### config.mk
export PLATFORM = sky130hd
export DESIGN_NAME = psk_symbol_mapper
export DESIGN_NICKNAME = d
export VERILOG_FILES = /design/src/rtl/psk_symbol_mapper_pkg.sv /design/src/rtl/psk_point_lut.sv /design/src/rtl/psk_symbol_mapper.sv
export SDC_FILE = /design/constraint.sdc
export NUM_CORES = 1
export LEC_CHECK = 0
export BUFFER_PORTS_ARGS = -buffer_cell sky130_fd_sc_hd__buf_2
export CAP_MARGIN = 20
export CELL_PAD_IN_SITES_DETAIL_PLACEMENT = 1
export CELL_PAD_IN_SITES_GLOBAL_PLACEMENT = 1
export CORE_MARGIN = 4
export CORE_UTILIZATION = 35
export CTS_CLUSTER_DIAMETER = 120
export CTS_CLUSTER_SIZE = 40
export DETAILED_ROUTE_END_ITERATION = 10
export GPL_TIMING_DRIVEN = 0
export MAX_ROUTING_LAYER = met4
export PLACE_DENSITY_LB_ADDON = 0.1
export SYNTH_ARGS = -nofsm -noshare
export SYNTH_HDL_FRONTEND = slang
export SYNTH_HIERARCHICAL = 1
export SYNTH_SLANG_ARGS = --single-unit
### constraint.sdc
create_clock -name clk -period 1.8 [get_ports clk]
set_input_delay 0.09 -clock clk [delete_from_list [all_inputs] [get_ports clk]]
set_output_delay 0.09 -clock clk [all_outputs]
set_load 0.005 [all_outputs]
### src/rtl/psk_symbol_mapper_pkg.sv
// Shared constants for the PSK transmit mapper and its constellation lookup.
// Mode and state encodings live here so the pilot/preamble generators agree.
package psk_symbol_mapper_pkg;

    localparam logic MODE_BPSK = 1'b0;
    localparam logic MODE_QPSK = 1'b1;

    localparam logic [0:0] ST_IDLE = 1'b0;
    localparam logic [0:0] ST_RUN  = 1'b1;

    // Lookup selector: latched mode plus the two MSBs of the shift register
    typedef struct packed {
        logic       mode;
        logic [1:0] bits;
    } lut_sel_t;

    function automatic logic [1:0] bits_per_sym(input logic m);
        return (m == MODE_QPSK) ? 2'd2 : 2'd1;
    endfunction

endpackage

### src/rtl/psk_point_lut.sv
// Combinational constellation lookup: maps {mode, sr[7:6]} to a signed I/Q point.
// A set bit gives -AMP, a clear bit gives +AMP, matching the detector's sign decisions.
module psk_point_lut
    import psk_symbol_mapper_pkg::*;
#(
    parameter int WIDTH = 16,
    parameter int AMP   = 8192
) (
    input  lut_sel_t                i_sel,
    output logic signed [WIDTH-1:0] o_i,
    output logic signed [WIDTH-1:0] o_q
);

    localparam logic signed [WIDTH-1:0] POS = WIDTH'(AMP);
    localparam logic signed [WIDTH-1:0] NEG = -POS;

    logic w_q_bit;

    // BPSK puts the same bit on both rails so the detector sees sign(I+Q)
    assign w_q_bit = (i_sel.mode == MODE_QPSK) ? i_sel.bits[0] : i_sel.bits[1];

    always_comb begin
        o_i = i_sel.bits[1] ? NEG : POS;
        o_q = w_q_bit       ? NEG : POS;
    end

endmodule

### src/rtl/psk_symbol_mapper.sv
// Byte-stream to BPSK/QPSK symbol mapper: serialises bytes MSB-first and holds
// each constellation point for SPS enabled cycles, with back-to-back byte reload.
module psk_symbol_mapper
    import psk_symbol_mapper_pkg::*;
#(
    parameter int WIDTH = 16,
    parameter int AMP   = 8192,
    parameter int SPS   = 8
) (
    input  logic                    clk,
    input  logic                    rst_32M768,
    input  logic                    clk_enable,
    input  logic                    mode,
    input  logic [7:0]              s_tdata,
    input  logic                    s_tvalid,
    output logic                    s_tready,
    output logic signed [WIDTH-1:0] I_tdata,
    output logic                    I_tvalid,
    output logic signed [WIDTH-1:0] Q_tdata,
    output logic                    Q_tvalid,
    output logic                    sym_strobe,
    output logic                    busy
);

    localparam int              SMP_W    = (SPS > 1) ? $clog2(SPS) : 1;
    localparam logic [SMP_W-1:0] SMP_LAST = SMP_W'(SPS - 1);

    logic [0:0]              r_state;
    logic [7:0]              r_sr;
    logic                    r_m;
    logic [2:0]              r_sym;
    logic [SMP_W-1:0]        r_smp;
    logic signed [WIDTH-1:0] r_i;
    logic signed [WIDTH-1:0] r_q;
    logic                    r_vld;
    logic                    r_strobe;

    logic                    w_last_smp;
    logic                    w_last_sym;
    logic                    w_accept;
    lut_sel_t                w_sel;
    logic signed [WIDTH-1:0] w_pt_i;
    logic signed [WIDTH-1:0] w_pt_q;

    assign w_last_smp = (r_smp == SMP_LAST);
    assign w_last_sym = (r_m == MODE_QPSK) ? (r_sym == 3'd3) : (r_sym == 3'd7);
    assign s_tready   = clk_enable &
                        ((r_state == ST_IDLE) | ((r_state == ST_RUN) & w_last_sym & w_last_smp));
    assign w_accept   = s_tvalid & s_tready;
    assign w_sel      = {r_m, r_sr[7:6]};

    psk_point_lut #(
        .WIDTH (WIDTH),
        .AMP   (AMP)
    ) u_lut (
        .i_sel (w_sel),
        .o_i   (w_pt_i),
        .o_q   (w_pt_q)
    );

    always_ff @(posedge clk) begin
        if (rst_32M768) begin
            r_state  <= ST_IDLE;
            r_sr     <= 8'd0;
            r_m      <= MODE_BPSK;
            r_sym    <= 3'd0;
            r_smp    <= '0;
            r_i      <= '0;
            r_q      <= '0;
            r_vld    <= 1'b0;
            r_strobe <= 1'b0;
        end else if (clk_enable) begin
            // Control path: accept reloads everything, otherwise step through the byte
            if (w_accept) begin
                r_state <= ST_RUN;
                r_sr    <= s_tdata;
                r_m     <= mode;
                r_sym   <= 3'd0;
                r_smp   <= '0;
            end else if (r_state == ST_RUN) begin
                if (w_last_smp) begin
                    r_smp <= '0;
                    if (w_last_sym) begin
                        r_state <= ST_IDLE;
                        r_sym   <= 3'd0;
                    end else begin
                        r_sym <= r_sym + 3'd1;
                        r_sr  <= r_sr << bits_per_sym(r_m);
                    end
                end else begin
                    r_smp <= r_smp + 1'b1;
                end
            end

            // Output path reflects the symbol held before this edge's reload
            if (r_state == ST_RUN) begin
                r_i      <= w_pt_i;
                r_q      <= w_pt_q;
                r_vld    <= 1'b1;
                r_strobe <= (r_smp == '0);
            end else begin
                r_i      <= '0;
                r_q      <= '0;
                r_vld    <= 1'b0;
                r_strobe <= 1'b0;
            end
        end
    end

    assign I_tdata    = r_i;
    assign Q_tdata    = r_q;
    assign I_tvalid   = r_vld;
    assign Q_tvalid   = r_vld;
    assign sym_strobe = r_strobe;
    assign busy       = (r_state == ST_RUN);

endmodule

==> impl_metrics.ini, run 1 <==
[status]
status = complete, no violations

[pwr]
power.density_nw_per_um2 = 711
peakVddDrop_v = 0.000320
p_leak_nw = 1.30

[sta]
fin_skew_ns = 0.00653
setup_slack_ns = 0.0780
setup_viol = 0
relSlewSlack_pct = 65.1
fin_crit_ns = 1.72
tns_ns = 0
period_share_pct = 95.7
max_slew.worst_pin.slew_ns = 0.523
slew_violations = 0
hold_viol = 0
max_freq_ghz = 0.581

[clocking]
clock-root-buffer = clkbuf_8
clk_path_buf_depth = 2
cts_tree = yes
cts_made_buffers = 5
path_clk_slew_ns = 0.09
cts_sinks = 50
insertion_delay_ns = 0.30
h-tree-depth = 2

[critical_path]
worst_ep_required_time_ns = 2.00
cp-start-kind = register
endpoint_kind = register
critPathKind = reg2reg
arrival_ns = 1.92
crit_fanout = 10

[placement]
gp_congestion = 0.690
dp_slack_ns = -0.0898
hpwl_um = 3730
io_buffers = 48

[global_route]
antenna_found_initial = 0
track_usage_pct = 14.6
grt_overflow = 0
grt_pass1_wl_um = 8750
grt_pass1_vias = 1889
grt_max_degree = 15

[drt]
drtIter0Drc = 50
vias_per_cell = 4.63
routedWlPerCell_um = 12.8
antenna_left = 0
drc_errors = 0
drt-total-wl_um = 5230
routed-via-count = 1890
firstDrtPassIters = 4

[die]
pin_count = 50
die_y_um = 89.0
core_area_um2 = 6350
initial_core_util_pct = 36.2
rows = 29
die_x_um = 89.0
die-area_um2 = 7930

[job]
cap_violations = 0

[synthesis]
synth_edf_count = 0
yosysSeqAreaShare_pct = 43.5
netlist_instances = 246
synth_ff_type = dfxtp_1
yosysWarnings = 6
synth-seq-cells = 50
synth_area_um2 = 2300
synth.distinct_cells = 35
async_flop_share_pct = 0
syn_avg_cell_area_um2 = 9.34

[final_layout]
num-nets-final = 348
final_layout_size_suffix_gt1_share_pct = 35.6
fillers = 782
syn2layout_area_growth_pct = 25.2
num_antenna_cells = 0

[min_path]
hold_path_class = in2reg
==> power breakdown <==
part	switching, mW	internal [mW]
sequential	0.0190	1.13
combinational	0.123	0.127
clock	0.374	0.268
total	0.517	1.53
==> Yosys cell counts, types with 2 or more instances <==
master / count / share of area (%)
inv_1: 4 / 0.65
nand3_1: 2 / 0.44
buf_2: 5 / 1.1
dfxtp_1: 50 / 44
buf_4: 35 / 11
ha_1: 4 / 2.2
clkbuf_1: 8 / 1.3
a22oi_1: 33 / 11
a21oi_1: 6 / 1.3
nor2_1: 41 / 6.7
mux2_2: 7 / 3.4
nand2_1: 4 / 0.65
mux2i_1: 10 / 4.4
a32oi_1: 2 / 0.76
nand2b_1: 7 / 1.9
o21ai_0: 2 / 0.44
o22ai_1: 7 / 1.9
conb_1: 2 / 0.33
==> area by class of cell <==
class / count / area, um2 / area share [%]
Clock buffer: 6 / 72.6 / 2.52
Sequential cell: 50 / 1010 / 35.0
Clock inverter: 1 / 7.51 / 0.261
Inverter: 5 / 18.8 / 0.652
Multi-Input combinational cell: 167 / 1060 / 36.8
Buffer: 50 / 334 / 11.6
Timing Repair Buffer: 52 / 283 / 9.83
Tap cell: 77 / 96.3 / 3.35
==> path summary, 6_finish.rpt <==
| check | to | depth (start not counted) | slack [ns] | start |
|---|---|---|---|---|
| hold reg to reg | r_sym[1] | 2 | 0.47 | r_sym[1] |
| hold / removal | r_sr[0] | 3 | 0.03 | s_tdata[0] |
| setup / recovery | r_sr[3] | 8 | 0.08 | r_smp[0] |
| setup reg to reg | r_sr[3] | 8 | 0.08 | r_smp[0] |
==> worst max-delay path: stages (launching register included) <==
cell and delay (ns):
dfxtp_4 0.37, ha_2 0.20, ha_4 0.16, nand4_1 0.17, o22a_1 0.22, buf_4 0.17
nand2b_1 0.07, buf_4 0.16, o22ai_1 0.09
==> routing by layer <==
| metal | global-route usage [%] | wire [um] |
|---|---|---|
| met4 | 5.41 | 61 |
| met5 | - | 0 |
| met3 | 3.78 | 271 |
| met2 | 22.9 | 2410 |
| met1 | 18.2 | 2490 |
==> per-stage QoR <==
stage                     utilization (%)  hold WS (ns)  power, mW  cell area, um2  instances
after floorplan                         -         0.226       1.36            2400        272
after global placement               43.0         0.336       1.43            2730        397
after detailed placement             43.0         0.348       1.43            2730        397
after CTS                            44.5        0.0159       2.09            2830        404
after global routing                 45.3        0.0300       2.18            2880        408
final                                45.3        0.0282       2.05            2880        408
==> cells by family (layout without fill, tap and decap cells) <==
kind of cell    after synthesis  in the layout  synth area share, %
compound gates               55             55                 17.5
xor+xnor                      2              2                 1.09
fa+ha+maj                     4              4                 2.18
buf+inv                      55            114                 15.4
flops                        50             50                 43.5
mux                          18             18                 8.44
other cells                   2             28                0.327
simple gates                 60             60                 11.6
==> sequential cells by signal, summed over array words and instances, names as in the netlist <==
register    count
Q_tdata        16
r_smp           3
I_tvalid        1
sym_strobe      1
busy            1
r_m             1
r_sr            8
I_tdata        16
r_sym           3
==> cells in the final DEF (no fill, tap or decap), types with 2 or more instances in the layout <==
master    count
clkbuf_8      5
clkbuf_1      9
a32oi_1       2
dfxtp_1      48
buf_4        38
o21ai_0       2
inv_1         4
o22ai_1       7
ha_2          2
mux2i_1      10
nor2_1       41
mux2_2        7
nand3_1       2
nand2_1       4
buf_2        53
nand2b_1      7
a21oi_1       6
a22oi_1      33
conb_1       28
==> repair_timing <==
action / CTS / global route
hold buffers: 0 / 0
hold endpoints to repair: 0 / 0
setup buffers: 0 / 4
resized for setup: 2 / 5
pin swaps: 0 / 1
setup endpoints to repair: 10 / 12
No activity file was read; power rests on OpenSTA's default activity.
==> run 2, diff against run 1 <==
--- a/config.mk
+++ b/config.mk
@@ -17,6 +17,7 @@
 export GPL_TIMING_DRIVEN = 0
 export MAX_ROUTING_LAYER = met4
 export PLACE_DENSITY_LB_ADDON = 0.1
+export REMOVE_ABC_BUFFERS = 1
 export SYNTH_ARGS = -nofsm -noshare
 export SYNTH_HDL_FRONTEND = slang
 export SYNTH_HIERARCHICAL = 1
==> impl_metrics.ini, run 2 (same netlist as run 1, synthesis figures left out) <==
[drt]
firstDrtPassIters = 4
antenna_left = 0
drt-total-wl_um = 4920
routedWlPerCell_um = 13.7
vias_per_cell = 4.76
drc_errors = 0
drtIter0Drc = 68
routed-via-count = 1709

[final_layout]
num_antenna_cells = 0
final_core_util_pct = 40.6
register_area_um2 = 1000
final_area_um2 = 2580
multi_input_area_um2 = 1060
final_cell_mix = buf_2, dfxtp_1, nor2_1
syn2layout_area_growth_pct = 12.1
fillers = 751
finalNonFillerCells = 359
final_common_cell = buf_2
final_layout_size_suffix_gt1_share_pct = 27.3
num-nets-final = 298

[sta]
max_slew.worst_pin.slew_ns = 0.874
tns_ns = 0
slew_violations = 0
period_share_pct = 94.1
setup_slack_ns = 0.106
max_freq_ghz = 0.590
setup_viol = 0
hold_viol = 0
fin_crit_ns = 1.69
holdWs_ns = 0.0219
relSlewSlack_pct = 41.7
fin_skew_ns = 0.00391
rsz0062_at_grt = yes

[critical_path]
critPathKind = reg2reg
crit_start = r_smp[1]
endpoint_kind = register
crit_fanout = 7
r2r_start = r_smp[1]
arrival_ns = 1.88
worst_ep_required_time_ns = 1.99
cp-start-kind = register

[pwr]
report.power.total_mw = 2.12
peakVddDrop_v = 0.000365
p_leak_nw = 1.09
power.density_nw_per_um2 = 824

[clocking]
cts_sinks = 50
clock-root-buffer = clkbuf_8
clk_path_buf_depth = 2
cts_tree = yes
path_clk_slew_ns = 0.09
insertion_delay_ns = 0.30
cts_made_buffers = 5
cts_hold_buf = 0
h-tree-depth = 2

[global_route]
grt_overflow = 0
track_usage_pct = 13.5
grt_pass1_wl_um = 8000
antenna_found_initial = 0
grt_max_degree = 49
grt_pass1_vias = 1674

[placement]
gp_congestion = 0.683
hpwl_um = 3210
place_area_um2 = 2420
io_buffers = 49
placedCellCount = 349
dp_slack_ns = -0.250

[die]
pin_count = 50
rows = 29
die_y_um = 89.0
initial_core_util_pct = 36.2
die-area_um2 = 7930
die_x_um = 89.0
core_area_um2 = 6350

[min_path]
hold_path_class = in2reg
min_from = s_tdata[0]

[status]
status = complete, no violations

[job]
cap_violations = 0
run 2: cell types whose count changed in the layout (fill, tap and decap cells not counted), moves of 2 or more:
cell	delta
clkbuf_1	-7
ha_2	-2
ha_1	+2
buf_2	-4
buf_4	-37
run 2: critical path, stage by stage (launching register included):
cell and delay [ns]:
dfxtp_1 0.37, ha_1 0.20, ha_4 0.19, nand3_2 0.15, a21oi_4 0.23, buf_12 0.15
mux2i_1 0.19, o22ai_1 0.10
run 2: what timing repair did:
item / 4_1_cts / 5_1_grt
buffers inserted: 2 / 0
endpoints found under the setup margin: 11 / 11
gates resized for setup: 3 / 3
run 2: path summary, 6_finish.rpt:
path,to,slack (ns),cells past startpoint
worst max-delay path,r_sr[4],0.11,7
worst min-delay path,r_sr[0],0.02,3
worst max register to register,r_sr[4],0.11,7
worst min register to register,r_sym[1],0.49,2
run 2: power by group:
group	total [mW]	internal [mW]	switching, mW	leakage, nW
clock network	0.784	0.416	0.368	0.0524
registers	1.16	1.14	0.0246	0.406
logic	0.180	0.0770	0.103	0.631
run 2: area by class of cell:
type / instances / share of cell area (%)
multi-input cells: 167 / 41.1
clock inverters: 1 / 1.17
repair buffers: 52 / 11.4
clock buffers: 7 / 2.96
inverters: 5 / 0.728
well taps: 77 / 3.74
flip-flops and latches: 50 / 38.9
run 2: layer usage:
layer / track usage (%) / wire length [um]
met1: 17.3 / 2310
met2: 19.9 / 2220
met3: 4.24 / 317
met4: 4.87 / 77
met5: - / 0
==> run 3, diff against run 2 <==
--- a/config.mk
+++ b/config.mk
@@ -11,6 +11,7 @@
 export CELL_PAD_IN_SITES_GLOBAL_PLACEMENT = 1
 export CORE_MARGIN = 4
 export CORE_UTILIZATION = 35
+export CTS_BUF_LIST = sky130_fd_sc_hd__clkbuf_16
 export CTS_CLUSTER_DIAMETER = 120
 export CTS_CLUSTER_SIZE = 40
 export DETAILED_ROUTE_END_ITERATION = 10
@@ -20,5 +21,4 @@
 export REMOVE_ABC_BUFFERS = 1
 export SYNTH_ARGS = -nofsm -noshare
 export SYNTH_HDL_FRONTEND = slang
-export SYNTH_HIERARCHICAL = 1
 export SYNTH_SLANG_ARGS = --single-unit
==> impl_metrics.ini, run 3 <==
[status]
status = complete, no violations

[drt]
drc_errors = 0
drt-met1-wl_um = 1190
wl_met2_um = 1230
top_layer_used = met4
firstDrtPassIters = 3
routedWlPerCell_um = 12.7
routed-wl-met3_um = 178
antenna_left = 0
drtIter0Drc = 27
vias_per_cell = 4.59
routed-via-count = 950
drt-total-wl_um = 2620

[clocking]
clock-root-buffer = clkbuf_16
cts_made_buffers = 3
clk_path_buf_depth = 2
path_clk_slew_ns = 0.06
cts_sinks = 20
cts_tree = yes
h-tree-depth = 1
cts_hold_buf = 0
insertion_delay_ns = 0.25

[critical_path]
cp-start-kind = register
arrival_ns = 1.82
cpMaxStageDelayCell = dfxtp_1
rr_worst_depth = 7
r2r_start = r_smp[0]
crit_end = r_m
worst_ep_required_time_ns = 1.93
worst_path_dominant_cell_family = adder cells
cp_num_cells = 7
crit_fanout = 9
r2r_slack_ns = 0.11
crit_path_max_incr_delay_ns = 0.34
crit_start = r_smp[0]
endpoint_kind = register
r2r-end = r_m
path_cells = ha_1, ha_4, and4_1, a2bb2oi_4, buf_12, mux2i_1, nor2_1
critPathKind = reg2reg
critPathBufInv = 1

[pwr]
peakVddDrop_v = 0.000433
report.power.total_mw = 1.22
power.density_nw_per_um2 = 834
p_leak_nw = 0.634

[placement]
hpwl_um = 1890
placedCellCount = 198
gp_congestion = 0.681
io_buffers = 23
dp_slack_ns = -0.540

[final_layout]
final_layout_size_suffix_gt1_share_pct = 29.2
syn2layout_area_growth_pct = 14.5
largest_register_ffs = 8
final_common_cell = conb_1
finalNonFillerCells = 207
final_cell_mix = conb_1, buf_2, dfxtp_1
reg_top3 = r_sr x8, r_smp x3, r_sym x3
num-nets-final = 179
top_register = r_sr
num_antenna_cells = 0

[global_route]
grt_pass1_wl_um = 4280
grt_overflow = 0
grt_max_degree = 19
track_usage_pct = 12.4
antenna_found_initial = 0
grt_pass1_vias = 974

[sta]
slew_violations = 0
max_freq_ghz = 0.593
tns_ns = 0
holdWs_ns = 0.0695
fin_skew_ns = 0.00393
setup_slack_ns = 0.113
setup_viol = 0
fin_crit_ns = 1.69
period_share_pct = 93.7
hold_viol = 0

[synthesis]
synth_top_family_by_area = buffers and inverters
synth.distinct_cells = 31
async_flop_share_pct = 0
synth_compound_area_share_pct = 13.1
synth_area_um2 = 1270
yosysWarnings = 0
synth-seq-cells = 20
synth_edf_count = 0
synth-simple-area-share_pct = 13.0
yosysMostFrequentCell = buf_4
synthTopCellsByArea = dfxtp_1, buf_4, mux2i_1, mux2_2, ha_1
netlist.area_leader.share_pct = 31.4
yosysSeqAreaShare_pct = 31.4
yosys.area.top_type = dfxtp_1
synthAdderAreaFrac_pct = 3.93
syn_avg_cell_area_um2 = 8.97
synthMuxAreaShare_pct = 14.8
synthXorXnorAreaFrac_pct = 1.28
yosys-top-cells-count = buf_4, dfxtp_1, nor2_1
netlist_instances = 142
synth_ff_type = dfxtp_1

[die]
pin_count = 50
rows = 21
die-area_um2 = 4670
core_area_um2 = 3420
initial_core_util_pct = 37.3
die_y_um = 68.3
die_x_um = 68.3

[min_path]
hold_path_class = in2reg

[job]
cap_violations = 0
==> run 3: metal layers <==
layer,track usage (%),vias up
li1,-,462
met1,16.3,452
met2,18.7,32
met3,4.27,4
met4,2.23,0
met5,-,-
==> run 3: layout make-up <==
| cell class | count | area [um2] |
|---|---|---|
| Fill cell | 437 | 1960 |
| Multi-Input combinational cell | 104 | 711 |
| Sequential cell | 20 | 402 |
| Timing Repair Buffer | 28 | 165 |
| Clock buffer | 3 | 75.1 |
| Tap cell | 46 | 57.6 |
| Clock inverter | 1 | 30.0 |
| Inverter | 5 | 18.8 |
==> run 3: how the worst min path moves through the flow <==
| stage | cells past startpoint | startpoint | end | slack (ns) |
|---|---|---|---|---|
| after floorplan | 1 | rst_32M768 | r_sr[1] | 0.15 |
| after global placement | 3 | mode | r_m | 0.32 |
| after detailed placement | 3 | mode | r_m | 0.33 |
| after CTS | 3 | mode | r_m | 0.07 |
| after global routing | 3 | mode | r_m | 0.10 |
| final | 3 | mode | r_m | 0.07 |
==> run 3: repair_timing <==
item	CTS	global route
pin swaps	1	0
endpoints found under the hold margin	0	0
setup endpoints to repair	14	11
setup buffers	5	0
resized for setup	3	2
==> run 3: logic make-up after synthesis <==
group / Yosys count
AND/OR/NAND/NOR: 32
AO/OA/AOI/OAI: 23
XOR/XNOR: 1
flip-flops: 20
multiplexers: 18
buffers and inverters: 43
other: 1
adder cells (fa/ha/maj): 4
==> run 3: worst register-to-register path, stage by stage, from the launching register on <==
cell	delay (ns)
dfxtp_1	0.34
ha_1	0.25
ha_4	0.19
and4_1	0.22
a2bb2oi_4	0.19
buf_12	0.15
mux2i_1	0.18
nor2_1	0.05
==> run 3: stage by stage <==
step | instance area, um2 | util (%)
after floorplan | 1100 | -
after global placement | 1280 | 37.4
after detailed placement | 1280 | 37.4
after CTS | 1450 | 42.3
after global routing | 1460 | 42.7
final | 1460 | 42.7
==> run 3: power breakdown <==
group / switching (mW) / internal [mW] / total (mW)
registers: 0.0174 / 0.458 / 0.475
logic: 0.0665 / 0.0580 / 0.124
clock network: 0.175 / 0.441 / 0.616
total: 0.259 / 0.957 / 1.22
